===== src/rtl/axil_wresp_gen_if.sv =====
// Bundles the backend write-done strobe and the AXI-Lite B channel for axil_wresp_gen.
// slave: the response generator; master: the backend/bus side that drives it.
interface axil_wresp_gen_if;
  logic       WR_DONE;
  logic       WR_SLVERR;
  logic       WR_DECERR;
  logic       WR_FULL;
  logic       WR_OVF;
  logic       AXI_BVALID;
  logic [1:0] AXI_BRESP;
  logic       AXI_BREADY;
  logic       BREADY_TIMEOUT;

  modport slave (
    input  WR_DONE,
    input  WR_SLVERR,
    input  WR_DECERR,
    input  AXI_BREADY,
    output WR_FULL,
    output WR_OVF,
    output AXI_BVALID,
    output AXI_BRESP,
    output BREADY_TIMEOUT
  );

  modport master (
    output WR_DONE,
    output WR_SLVERR,
    output WR_DECERR,
    output AXI_BREADY,
    input  WR_FULL,
    input  WR_OVF,
    input  AXI_BVALID,
    input  AXI_BRESP,
    input  BREADY_TIMEOUT
  );
endinterface


===== src/rtl/axil_wresp_gen.sv =====
// AXI-Lite write-response generator: queues backend write results and replays them on B in order.
// Optional BREADY watchdog enabled by defining AXIL_WRESP_BREADY_TIMEOUT_EN.
module axil_wresp_gen #(
  parameter int unsigned DEPTH   = 4,
  parameter int unsigned MAXWAIT = 5
) (
  input  logic               AXI_ACLK,
  input  logic               AXI_ARESET,
  axil_wresp_gen_if.slave    bus
);

  localparam int unsigned AW = $clog2(DEPTH);
  localparam int unsigned CW = AW + 1;

  if (DEPTH < 2 || (DEPTH & (DEPTH - 1)) != 0 || MAXWAIT == 0) begin : g_param_check
    $error("axil_wresp_gen: DEPTH must be a power of 2 >= 2 and MAXWAIT nonzero");
  end

  logic [1:0]    r_mem [DEPTH];
  logic [AW-1:0] r_wr_ptr;
  logic [AW-1:0] r_rd_ptr;
  logic [CW-1:0] r_count;
  logic          r_bvalid;
  logic [1:0]    r_bresp;
  logic          r_full;
  logic          r_ovf;

  logic          w_push;
  logic          w_pop;
  logic [1:0]    w_resp_enc;
  logic [AW-1:0] w_rd_ptr_next;
  logic [CW-1:0] w_count_next;
  logic [1:0]    w_bresp_next;

  always_comb begin
    w_resp_enc = 2'b00;
    if (bus.WR_DECERR) begin
      w_resp_enc = 2'b11;
    end else if (bus.WR_SLVERR) begin
      w_resp_enc = 2'b10;
    end

    w_push        = bus.WR_DONE & ~r_full;
    w_pop         = r_bvalid & bus.AXI_BREADY;
    w_rd_ptr_next = r_rd_ptr + AW'(w_pop);

    w_count_next = r_count;
    if (w_push && !w_pop) begin
      w_count_next = r_count + CW'(1);
    end else if (w_pop && !w_push) begin
      w_count_next = r_count - CW'(1);
    end

    // The head can be the entry being written this cycle; bypass the memory in that case.
    w_bresp_next = 2'b00;
    if (w_count_next != '0) begin
      if (w_push && (r_wr_ptr == w_rd_ptr_next)) begin
        w_bresp_next = w_resp_enc;
      end else begin
        w_bresp_next = r_mem[w_rd_ptr_next];
      end
    end
  end

  always_ff @(posedge AXI_ACLK) begin
    if (w_push) begin
      r_mem[r_wr_ptr] <= w_resp_enc;
    end
  end

  always_ff @(posedge AXI_ACLK) begin
    if (AXI_ARESET) begin
      r_wr_ptr <= '0;
      r_rd_ptr <= '0;
      r_count  <= '0;
      r_bvalid <= 1'b0;
      r_bresp  <= 2'b00;
      r_full   <= 1'b0;
      r_ovf    <= 1'b0;
    end else begin
      if (w_push) begin
        r_wr_ptr <= r_wr_ptr + AW'(1);
      end
      r_rd_ptr <= w_rd_ptr_next;
      r_count  <= w_count_next;
      r_bvalid <= (w_count_next != '0);
      r_bresp  <= w_bresp_next;
      r_full   <= (w_count_next == CW'(DEPTH));
      if (bus.WR_DONE && r_full) begin
        r_ovf <= 1'b1;
      end
    end
  end

  assign bus.AXI_BVALID = r_bvalid;
  assign bus.AXI_BRESP  = r_bresp;
  assign bus.WR_FULL    = r_full;
  assign bus.WR_OVF     = r_ovf;

`ifdef AXIL_WRESP_BREADY_TIMEOUT_EN
  localparam int unsigned WW = $clog2(MAXWAIT + 1);

  logic [WW-1:0] r_wait;
  logic [WW-1:0] w_wait_next;
  logic          r_timeout;

  always_comb begin
    w_wait_next = r_wait;
    if (!r_bvalid || w_pop) begin
      w_wait_next = '0;
    end else if (r_wait != WW'(MAXWAIT)) begin
      w_wait_next = r_wait + WW'(1);
    end
  end

  always_ff @(posedge AXI_ACLK) begin
    if (AXI_ARESET) begin
      r_wait    <= '0;
      r_timeout <= 1'b0;
    end else begin
      r_wait <= w_wait_next;
      if (w_wait_next == WW'(MAXWAIT)) begin
        r_timeout <= 1'b1;
      end
    end
  end

  assign bus.BREADY_TIMEOUT = r_timeout;
`else
  assign bus.BREADY_TIMEOUT = 1'b0;
`endif

endmodule

===== src/flat_wrapper.sv =====
// flat-port wrapper written by rule: the top's interface ports become plain ports
module axil_wresp_gen_flat 
#(
  parameter int unsigned DEPTH   = 4,
  parameter int unsigned MAXWAIT = 5
)
  (AXI_ACLK, AXI_ARESET, bus_WR_DONE, bus_WR_SLVERR, bus_WR_DECERR, bus_AXI_BREADY, bus_WR_FULL, bus_WR_OVF, bus_AXI_BVALID, bus_AXI_BRESP, bus_BREADY_TIMEOUT);
  axil_wresp_gen_if bus_i ();
  input  logic AXI_ACLK;
  input  logic AXI_ARESET;
  input wire logic [$bits(bus_i.WR_DONE)-1:0] bus_WR_DONE;
  input wire logic [$bits(bus_i.WR_SLVERR)-1:0] bus_WR_SLVERR;
  input wire logic [$bits(bus_i.WR_DECERR)-1:0] bus_WR_DECERR;
  input wire logic [$bits(bus_i.AXI_BREADY)-1:0] bus_AXI_BREADY;
  output wire logic [$bits(bus_i.WR_FULL)-1:0] bus_WR_FULL;
  output wire logic [$bits(bus_i.WR_OVF)-1:0] bus_WR_OVF;
  output wire logic [$bits(bus_i.AXI_BVALID)-1:0] bus_AXI_BVALID;
  output wire logic [$bits(bus_i.AXI_BRESP)-1:0] bus_AXI_BRESP;
  output wire logic [$bits(bus_i.BREADY_TIMEOUT)-1:0] bus_BREADY_TIMEOUT;
  assign bus_i.WR_DONE = bus_WR_DONE;
  assign bus_i.WR_SLVERR = bus_WR_SLVERR;
  assign bus_i.WR_DECERR = bus_WR_DECERR;
  assign bus_i.AXI_BREADY = bus_AXI_BREADY;
  assign bus_WR_FULL = bus_i.WR_FULL;
  assign bus_WR_OVF = bus_i.WR_OVF;
  assign bus_AXI_BVALID = bus_i.AXI_BVALID;
  assign bus_AXI_BRESP = bus_i.AXI_BRESP;
  assign bus_BREADY_TIMEOUT = bus_i.BREADY_TIMEOUT;
  axil_wresp_gen #(.DEPTH(DEPTH), .MAXWAIT(MAXWAIT)) u_core (.AXI_ACLK(AXI_ACLK), .AXI_ARESET(AXI_ARESET), .bus(bus_i));
endmodule

===== config.mk =====
export PLATFORM = sky130hd
export DESIGN_NAME = axil_wresp_gen_flat
export DESIGN_NICKNAME = d
export VERILOG_FILES = /design/src/rtl/axil_wresp_gen_if.sv /design/src/rtl/axil_wresp_gen.sv /design/src/flat_wrapper.sv
export SDC_FILE = /design/constraint.sdc
export NUM_CORES = 1
export LEC_CHECK = 0
export BUFFER_PORTS_ARGS = -buffer_cell sky130_fd_sc_hd__buf_2
export CORE_UTILIZATION = 50
export DETAILED_ROUTE_END_ITERATION = 7
export PLACE_DENSITY = 0.78
export REMOVE_ABC_BUFFERS = 1
export SYNTH_ARGS = -nofsm -noshare
export SYNTH_HDL_FRONTEND = slang
export SYNTH_SLANG_ARGS = --single-unit

===== constraint.sdc =====
create_clock -name AXI_ACLK -period 1.6 [get_ports AXI_ACLK]
set_input_delay 0.08 -clock AXI_ACLK [delete_from_list [all_inputs] [get_ports AXI_ACLK]]
set_output_delay 0.08 -clock AXI_ACLK [all_outputs]
set_load 0.03 [all_outputs]

* After elaboration in Yosys (flattened, before gate mapping)
Memory sizes are Yosys's and may differ from the RTL's. A register that Yosys moved wholly into a read port is not among the register bits. Cells that the tools add are included.
Storage, ports and cells: register bits after elaboration 10, bits in latches 0, RAM bits 8, memory bits (read-only) 0, input port bits 6, logic and storage cells 29, memories kept 1
Memories:
- u_core.r_mem | depth 4, bits a word 2, rd ports 1, clocked after Yosys merged registers in 1, write ports 1, RTL line axil_wresp_gen.sv:19 | logic [1:0] r_mem [DEPTH];
Cells by class: add/sub/neg operators 4, multiply operators 0, div/mod/pow operators 0, order comparisons 0, eq/ne operators 1, shift operators 0, mux-type cells 6, bitwise gates (word level) 4, reductions and logical operators 7
Operator list (count):
- 3-bit 2-to-1 mux | 2
- 2-bit 2-to-1 mux | 2
- 3-bit by 1-bit adder with 3-bit output (second input constant) | 1
- 3-bit == test (second input constant) | 1
- 1-bit logical AND | 3
- 3-bit nonzero test | 1
- 3-bit by 1-bit subtractor with 3-bit output (second input constant) | 1
- 2-bit by 1-bit adder with 2-bit output | 1
- 2-bit by 1-bit adder with 2-bit output (second input constant) | 1
- 1-bit AND | 2
- 1-bit logical NOT | 2
- 1-bit 2-to-1 mux | 2
- 1-bit inverter | 2
- 2-bit OR reduction | 1

* Longest topological paths before layout
Gate-level depths: netlist (run 1).
depth after elaboration 9, mapped depth 7, mapped depth without buffers 7

* Worst setup path before layout (run 1)
OpenSTA, ideal clock, no wires.
path type reg-to-reg, start register u_core.r_bvalid (netlist: u_core.bus.AXI_BVALID), end register u_core.r_bresp[0] (netlist: u_core.bus.AXI_BRESP[0]), read port of u_core.r_mem, setup time 134 ps, arrival time 1692 ps, path slack -226 ps, cell stages (with the launch flop) 7, period minus slack after synthesis 1826 ps, cells stage by stage dfxtp_1 > nand2_2 > inv_1 > ha_1 > mux4_2 > mux2i_1 > a211oi_1
On the way: elaborated cells between the ends (all ways) 10, classes of those cells add/sub: 1; mux: 2; bitwise: 2; reduce/logical: 5
RTL lines:
- start: declaration | RTL line axil_wresp_gen.sv:23 | logic r_bvalid;
- start signal: assignment | RTL line axil_wresp_gen.sv:86 | r_bvalid <= (w_count_next != '0);
- 1-bit AND | RTL line axil_wresp_gen.sv:44 | w_pop = r_bvalid & bus.AXI_BREADY;
- 2-bit by 1-bit adder with 2-bit output | RTL line axil_wresp_gen.sv:45 | w_rd_ptr_next = r_rd_ptr + AW'(w_pop);
- named net u_core.w_rd_ptr_next[0] | RTL line axil_wresp_gen.sv:31 | logic [AW-1:0] w_rd_ptr_next;
- end: declaration | RTL line axil_wresp_gen.sv:24 | logic [1:0] r_bresp;
The timed path passes the listed nets, and every way through them passes these cells. A chain may end at the register's enable or synchronous reset.

* Worst setup path after layout (run 1)
start register u_core.r_bvalid (netlist: u_core.bus.AXI_BVALID), end register u_core.r_bresp[1] (netlist: u_core.bus.AXI_BRESP[1]), read port of u_core.r_mem
Same word-level chain as after synthesis.

==> results of run 1 <==
layout make-up:
class / count / area share, %
clock inverter: 1 / 0.325
sequential: 20 / 41.9
multi-input combinational: 57 / 43.3
inverter: 5 / 1.63
tap: 25 / 2.71
timing repair buffer: 16 / 8.24
clock buffer: 3 / 1.95
power by group through the flow:
stage	Combinational (uW)	Clock, uW	Sequential [uW]
floorplan	415	0	758
global placement	665	0	687
detailed placement	687	0	692
CTS	710	247	685
global route	833	260	701
finish	758	242	691
worst max-delay path, stage by stage, from the launching register on:
cell and delay, ns:
dfxtp_2 0.35, nand2_2 0.07, inv_2 0.05, ha_4 0.28
mux4_2 0.48, mux2i_1 0.15, a211oi_1 0.06
flip-flops by register name, indices dropped and copies added, names as in the netlist:
| register | count |
|---|---|
| u_core.r_rd_ptr | 2 |
| u_core.bus.AXI_BVALID | 1 |
| u_core.r_count | 3 |
| u_core.r_mem | 8 |
| u_core.bus.WR_OVF | 1 |
| u_core.r_wr_ptr | 2 |
| u_core.bus.AXI_BRESP | 2 |
| u_core.bus.WR_FULL | 1 |
what timing repair did:
item / CTS / global route
hold endpoints to repair: 0 / 0
resized for setup: 2 / 4
pin swaps: 1 / 4
setup endpoints to repair: 2 / 3
setup buffers: 0 / 0
cells by family after synthesis:
kind of cell / share of synthesized area [%]
adder cells (fa/ha/maj): 8.82
buffers and inverters: 4.66
AND/OR/NAND/NOR: 13.2
other: 0.377
multiplexers: 7.56
AO/OA/AOI/OAI: 7.81
flip-flops: 48.4
XOR/XNOR: 9.19
cells in the final DEF (no fill, tap or decap), types with 2 or more instances in the layout:
| cell | Yosys | routed |
|---|---|---|
| mux2i_1 | 3 | 3 |
| clkbuf_4 | 0 | 3 |
| mux4_2 | 2 | 2 |
| nand3_1 | 2 | 2 |
| xnor2_1 | 4 | 4 |
| and2_1 | 5 | 5 |
| dfxtp_2 | 0 | 2 |
| a211oi_1 | 3 | 3 |
| nand2_1 | 2 | 2 |
| edfxtp_1 | 8 | 8 |
| a21oi_1 | 3 | 3 |
| ha_4 | 0 | 2 |
| ha_1 | 7 | 5 |
| buf_2 | 1 | 10 |
| xor2_2 | 1 | 2 |
| nor3_1 | 2 | 2 |
| nor2_1 | 9 | 9 |
| dfxtp_1 | 12 | 10 |
| nor2b_1 | 2 | 2 |
| buf_4 | 1 | 6 |
| inv_1 | 5 | 4 |
worst paths after layout:
| kind | startpoint | endpoint | slack [ns] |
|---|---|---|---|
| worst max-delay path | u_core.bus.AXI_BVALID | u_core.bus.AXI_BRESP[1] | 0.05 |
| worst min-delay path | bus_WR_DONE | u_core.bus.WR_OVF | 0.03 |
| worst max register to register | u_core.bus.AXI_BVALID | u_core.bus.AXI_BRESP[1] | 0.05 |
| worst min register to register | u_core.bus.WR_OVF | u_core.bus.WR_OVF | 0.48 |
per-layer routing:
layer,wire (um),track usage [%]
met1,773,19.9
met5,0,0
met4,33,8.24
met3,39,3.53
met2,833,28.3
per-stage QoR:
| step | TNS [ns] | std cells | setup slack, ns |
|---|---|---|---|
| final | 0 | 127 | 0.0528 |
| after global routing | -0.0167 | 127 | -0.0167 |
| after CTS | 0 | 127 | 0.00276 |
| after detailed placement | -0.0828 | 123 | -0.0423 |
| after global placement | -0.00525 | 123 | -0.00525 |
| after floorplan | -0.451 | 82 | -0.225 |
==> out/qor.txt, run 1 <==
status -> finished, final reports clean
number of synthesized flops with an enable pin -> 8
clk_skew -> 0.00331 ns
first-pass GRT wire length -> 2500 um
Final nets -> 116
Placed Area -> 1090 um2
Cells after Synth -> 86
worst min path class -> in2reg
Synth Flop Type -> dfxtp_1
Die W -> 46.6 um
Crit path required time -> 1.78 ns
crit path kind -> reg2reg
clk_lat worst skew -> 0.29 ns
hpwl dp -> 1220 um
vias post-DR -> 654
drt pass-1 iters -> 4
clock share of power -> 14.3%
DRC -> 0
final instance area -> 1150 um2
Max VDD drop -> 0.703 mV
Final period util -> 96.7%
CP arrival -> 1.73 ns
Rows -> 15
RePlAce Congestion -> 0.743
post-synth top area share -> 24.2%
area growth from synthesis to layout -> 16.1%
Hold Vio Cnt, Final -> 0
sequential share of the synthesized area -> 48.4%
CP Capture Type -> flop
vias in the first global route -> 634
Pwr per Cell Area -> 1470 nW/um2
max-slew violations -> 0
layout cells sized above 1 -> 30.4%
most frequent cells after synthesis -> dfxtp_1 (12), nor2_1 (9), edfxtp_1 (8), ha_1 (7)
GRT overflow -> 0
worst-path fanout max -> 3
Reg power frac -> 40.8%
Initial Util -> 55.1%
gr usage total -> 16.8%
logic gate share of total power -> 44.8%
CTS sink cnt -> 20
Diodes inserted -> 0
Wirelength per Cell -> 13.2 um
reg2reg path depth -> 6
CTS tree -> yes
Core Util, Final -> 64.0%
Final Power -> 1690 uW
fin crit period -> 1.55 ns
Multi-input gate area -> 499 um2
initial antenna violation count -> 0
endpoints failing setup -> 0
WHS Path Cells -> 3
switch share -> 35.5%
initial drt markers -> 24
final hold slack -> 0.0259 ns
leading area contributor after synthesis -> dfxtp_1
total CTS buffers -> 3
Switch Pwr -> 601 uW
most common cell in the netlist -> dfxtp_1
largest net degree at the start of global routing -> 13
register area -> 483 um2
IO buf count -> 10
Yosys Warn Count -> 0
I/O pin count -> 12
Post-Route WL -> 1680 um
die area -> 2170 um2
count of different cell masters after synthesis -> 31
CP Launch Type -> flop
root buffer cell -> clkbuf_4
Pleak -> 0.000479 uW
DRT antenna net count -> 0
Max Cap Viol -> 0
Post-synth ARST share -> 0%
Post-Syn Area per Cell -> 11.6 um2
CTS H-tree lvls -> 1
Hold-fix buffers, CTS -> 0
register bit count reported by yosys -> 20
die height -> 46.6 um
Reg clk slew, reported paths -> 0.11 ns
Synth Cell Area -> 993 um2
maximum root-to-sink buffer count -> 2
detail-routed via count per cell -> 5.15
Max Clk Rate -> 646 MHz
Internal -> 1090 uW
Synth area leaders -> dfxtp_1 (24%), edfxtp_1 (24%), ha_1 (8.8%), mux4_2 (4.5%), xnor2_1 (3.5%)
Placeable Area -> 1800 um2
fillcell total -> 145
Power figures use the tool's default switching activity.
==> inputs of run 2 (changes only) <==
Settings changed: ABC_AREA set to 1, BUFFER_PORTS_ARGS -buffer_cell sky130_fd_sc_hd__buf_2 to unset, CORE_UTILIZATION 50 to 54, DONT_BUFFER_PORTS set to 1, PLACE_DENSITY 0.78 to 0.77.
==> run 2 against run 1 <==
Fmax is 6.1% higher; sequential power is 5.6% lower; combinational power is 47% lower.
==> out/qor.txt, run 2 <==
status -> finished, final reports clean
Final nets -> 151
setup repair bufs after CTS -> 0
crit path kind -> reg2reg
post-synth top area share -> 23.1%
vias in the first global route -> 712
max reg flops -> 8
RePlAce Congestion -> 0.835
Max Cap Viol -> 0
leading area contributor after synthesis -> dfxtp_1
register bit count reported by yosys -> 20
largest registers -> u_core.r_mem: 8 flops, u_core.r_count: 3 flops
CTS sink cnt -> 20
Max Clk Rate -> 686 MHz
initial drt markers -> 11
Die W -> 45.9 um
Placed Area -> 1080 um2
total CTS buffers -> 3
crit-path leading delay family -> simple AND/OR/NAND/NOR gates
count of different cell masters after synthesis -> 22
CP Launch Type -> flop
CP arrival -> 1.65 ns
Synth Flop Type -> dfxtp_1
I/O pin count -> 12
cell repeated most along the worst path -> nand2_1
post-route setup slack -> 0.142 ns
Wirelength per Cell -> 11.7 um
CTS tree -> yes
RSZ-0062 raised after global routing -> no
vias post-DR -> 821
Initial Util -> 58.9%
endpoints failing setup -> 0
Post-Route WL -> 1890 um
sequential share of the synthesized area -> 46.3%
Synth Cell Area -> 1040 um2
gr usage total -> 21.0%
Pleak -> 0.000551 uW
Post-Syn Area per Cell -> 8.11 um2
final instance area -> 1150 um2
Yosys Warn Count -> 0
Finished Layout Cells -> 162
drt pass-1 iters -> 4
CP Capture Type -> flop
Top reg by flops -> u_core.r_mem
Placeable Area -> 1760 um2
Pwr per Cell Area -> 1130 nW/um2
max-slew violations -> 0
Synth area leaders -> dfxtp_1 (23%), edfxtp_1 (23%), nand2_1 (13%), ha_1 (8.4%), inv_1 (5.4%)
most common cell after layout, fill and taps aside -> nand2_1
clk_lat worst skew -> 0.30 ns
layout cells sized above 1 -> 16.8%
DRC -> 0
Rows -> 15
clk_skew -> 0.00524 ns
CP bufs+invs -> 1
IO buf count -> 0
die height -> 45.9 um
first-pass GRT wire length -> 3050 um
worst min path class -> in2reg
Max VDD drop -> 0.594 mV
largest net degree at the start of global routing -> 12
Crit path required time -> 1.79 ns
area growth from synthesis to layout -> 10.7%
maximum root-to-sink buffer count -> 2
worst-path fanout max -> 3
root buffer cell -> clkbuf_4
DRT antenna net count -> 0
initial antenna violation count -> 0
Post-synth ARST share -> 0%
most common cell in the netlist -> nand2_1
commonest cells after routing, fill and taps aside -> nand2_1 (37), inv_1 (15), nor2_1 (13)
slowest stage delay, CP -> 0.37 ns
fin crit period -> 1.46 ns
Reg clk slew, reported paths -> 0.11 ns
detail-routed via count per cell -> 5.07
Post-Place Cells -> 155
crit-path cells -> inv_1, ha_1, nand3b_1, nand2_1, nor2_1, nand2_1, nand2_1, a21oi_1
Core Util, Final -> 65.2%
GRT overflow -> 0
DP Worst Slack -> 0.0693 ns
die area -> 2100 um2
Final period util -> 91.1%
Diodes inserted -> 0
hpwl dp -> 1390 um
Hold Vio Cnt, Final -> 0
CTS H-tree lvls -> 1
Cells after Synth -> 128
Final Power -> 1300 uW
Max stage delay cell, worst path -> dfxtp_1
most frequent cells after synthesis -> nand2_1 (37), inv_1 (15), nor2_1 (13), dfxtp_1 (12)
number of synthesized flops with an enable pin -> 8
-- run 2: cell type report --
type / count / area (um2)
Fill cell: 155 / 614
Sequential cell: 20 / 480
Multi-Input combinational cell: 86 / 474
Inverter: 20 / 77.6
Timing Repair Buffer: 7 / 60.1
Tap cell: 25 / 31.3
Clock buffer: 3 / 22.5
Clock inverter: 1 / 3.75
-- run 2: timing repair --
| action | CTS | global route |
|---|---|---|
| gates resized for setup | 0 | 2 |
| endpoints found under the hold margin | 9 | 0 |
| endpoints found under the setup margin | 0 | 2 |
| hold buffers | 3 | 0 |
-- run 2: per-stage QoR --
step,hold WS (ns),TNS (ns)
global placement,0.155,0
finish,0.00345,0
global route,0.00798,0
CTS,0.00292,0
detailed placement,0.155,0
floorplan,0.152,-0.0755
-- run 2: power by group --
group / total [uW] / switching [uW] / internal, uW / leakage (uW)
combinational: 405 / 249 / 156 / 0.000365
clock: 240 / 150 / 91.0 / 0.0000154
sequential: 652 / 63.4 / 588 / 0.000171
total: 1300 / 462 / 835 / 0.000551
-- run 2: worst reg2reg max path, cell delays in order (launching register included) --
cell,delay (ns)
dfxtp_1,0.37
inv_1,0.07
ha_1,0.29
nand3b_1,0.11
nand2_1,0.05
nor2_1,0.17
nand2_1,0.10
nand2_1,0.12
a21oi_1,0.08
-- run 2: cell families (layout without fill, tap and decap cells) --
| logic type | Yosys count | after routing | synth area share (%) |
|---|---|---|---|
| flip-flops | 20 | 20 | 46.3 |
| AO/OA/AOI/OAI | 8 | 8 | 3.85 |
| buffers and inverters | 22 | 31 | 9.28 |
| other | 1 | 1 | 0.361 |
| AND/OR/NAND/NOR | 70 | 70 | 31.8 |
| adder cells (fa/ha/maj) | 7 | 7 | 8.43 |
-- run 2: final timing paths --
check | end | cells after the start | slack [ns] | from
setup reg to reg | u_core.bus.AXI_BRESP[0] | 8 | 0.14 | u_core.r_count[0]
hold / removal | u_core.r_wr_ptr[0] | 3 | 0.003 | AXI_ARESET
hold reg to reg | u_core.r_count[0] | 3 | 0.57 | u_core.r_count[0]
setup / recovery | u_core.bus.AXI_BRESP[0] | 8 | 0.14 | u_core.r_count[0]
-- run 2: routing by layer --
metal  global-route usage, %  wire length [um]  vias up
met3                    3.97                83        5
met2                    31.0               854       23
met5                       0                 0        -
met1                    29.1               917      375
li1                        -                 -      418
met4                    10.6                36        0
==> inputs of run 3 (changes only) <==
Settings changed: ABC_AREA 1 to unset, SETUP_SLACK_MARGIN set to 0.15, SLEW_MARGIN set to 20.
==> run 3 against run 2 <==
The flow now finishes with violations (hold timing); utilization rose by 2.5 points; non-clock buffer count increased by 1; total power is 42% higher; global-route usage down 1.8 points; die area decreased by 4.2%; register-to-register slack worse by 0.11 ns; worst setup slack worse by 0.11 ns; wire length shrank 5.3%; clock power grew 70%; critical path depth fell by 2; clock-buffer cell count unchanged.
==> out/qor.txt, run 3 (same netlist as run 1, synthesis figures left out) <==
worst-path fanout max -> 4
slowest stage delay, CP -> 0.50 ns
Pleak -> 0.000466 uW
I/O pin count -> 12
Initial Util -> 57.5%
CP Launch Type -> flop
maximum root-to-sink buffer count -> 2
clk_skew -> 0.00227 ns
initial drt markers -> 8
CTS H-tree lvls -> 1
Crit path depth -> 6
Hold-fix buffers, CTS -> 2
FF-to-FF Start -> u_core.bus.AXI_BVALID
post-route setup slack -> 0.0303 ns
Routed met2 length -> 890 um
Diodes inserted -> 0
Final nets -> 108
Top reg by flops -> u_core.r_mem
CTS sink cnt -> 20
die height -> 44.9 um
Max Cap Viol -> 0
drt pass-1 iters -> 4
area growth from synthesis to layout -> 17.6%
crit-path leading delay family -> multiplexers
DP Worst Slack -> -0.0669 ns
RSZ-0062 raised after global routing -> yes
Max stage delay cell, worst path -> mux4_2
Reg clk slew, reported paths -> 0.11 ns
vias in the first global route -> 624
vias post-DR -> 660
largest net degree at the start of global routing -> 13
Pwr per Cell Area -> 1570 nW/um2
clk_lat worst skew -> 0.30 ns
Rows -> 15
hpwl dp -> 1250 um
DRT met1 WL -> 778 um
WHS Path Cells -> 1
met3 WL post-DR -> 55 um
crit-path cells -> nand2_2, inv_2, ha_4, mux4_2, mux2i_1, a211oi_1
Wirelength per Cell -> 15.0 um
CP Launch Point -> u_core.bus.AXI_BVALID
Total Negative Setup Slacks -> 0 ns
Die W -> 44.9 um
first-pass GRT wire length -> 2660 um
commonest cells after routing, fill and taps aside -> nor2_1 (9), dfxtp_1 (9), edfxtp_1 (8)
CP bufs+invs -> 1
crit path kind -> reg2reg
Max VDD drop -> 0.954 mV
fin crit period -> 1.57 ns
die area -> 2020 um2
worst min path class -> in2reg
DRT antenna net count -> 0
reg2reg path depth -> 6
setup repair bufs after CTS -> 0
worst hold start -> AXI_ARESET
CP Capture Type -> flop
total CTS buffers -> 3
RePlAce Congestion -> 0.733
DRC -> 0
Placeable Area -> 1730 um2
failing checks -> hold timing
max-slew violations -> 0
Placed Area -> 1040 um2
largest registers -> u_core.r_mem: 8 flops, u_core.r_count: 3 flops
layout cells sized above 1 -> 27.7%
detail-routed via count per cell -> 5.55
CTS tree -> yes
top routing layer in use -> met4
CP arrival -> 1.76 ns
Crit path required time -> 1.79 ns
root buffer cell -> clkbuf_4
max reg flops -> 8
IO buf count -> 0
gr usage total -> 19.2%
endpoints failing setup -> 0
Post-Route WL -> 1790 um
Final period util -> 98.1%
final hold slack -> -0.174 ns
final instance area -> 1170 um2
Max Clk Rate -> 637 MHz
reg2reg setup slack -> 0.03 ns
initial antenna violation count -> 0
status -> complete, but fails checks
Hold Vio Cnt, Final -> 11
GRT overflow -> 0
run 3: cell count changes in the layout (fill, tap and decap cells not counted), sizes merged, moves of 3 or more:
cell    delta
nor2b      +3
nand3      -8
nand3b     -3
a211oi     +3
and2       +5
mux2i      +3
xor2       +3
nand2     -39
xnor2      +4
nor2       -6
inv       -15
run 3: layout make-up:
| class | instances | area [um2] |
|---|---|---|
| Fill cell | 128 | 558 |
| Multi-Input combinational cell | 57 | 517 |
| Timing Repair Buffer | 8 | 65.1 |
| Clock buffer | 3 | 22.5 |
| Clock inverter | 1 | 30.0 |
| Inverter | 5 | 18.8 |
| Sequential cell | 20 | 484 |
| Tap cell | 25 | 31.3 |
run 3: worst paths after layout:
path / endpoint
max: u_core.bus.AXI_BRESP[1]
min: u_core.bus.AXI_BVALID
max reg2reg: u_core.bus.AXI_BRESP[1]
min reg2reg: u_core.r_count[1]
run 3: through the flow:
stage,total power (uW),util (%),std cells
finish,1840,67.7,119
global route,1940,67.7,119
CTS,1770,65.7,119
detailed placement,1330,60.4,113
global placement,1300,60.4,113
floorplan,1170,-,82
run 3: layer usage:
metal,vias to the layer above,track usage (%)
met5,-,0
met4,0,10.9
met3,8,2.40
met2,24,31.5
met1,317,24.5
li1,311,-
run 3: worst register-to-register path: stages, from the launching register on:
cell and delay (ns):
dfxtp_2 0.34, nand2_2 0.08, inv_2 0.05, ha_4 0.28, mux4_2 0.50, mux2i_1 0.15, a211oi_1 0.07
run 3: timing repair:
item                       4_1_cts  5_1_grt
setup endpoints to repair        4        4
resized for setup                6        5
hold endpoints to repair        16       11
pin swaps                        4        1
run 3: power breakdown:
group	internal, uW	total, uW	switching, uW
Combinational	348	685	337
Clock	253	408	155
Sequential	631	745	114
Total	1230	1840	606
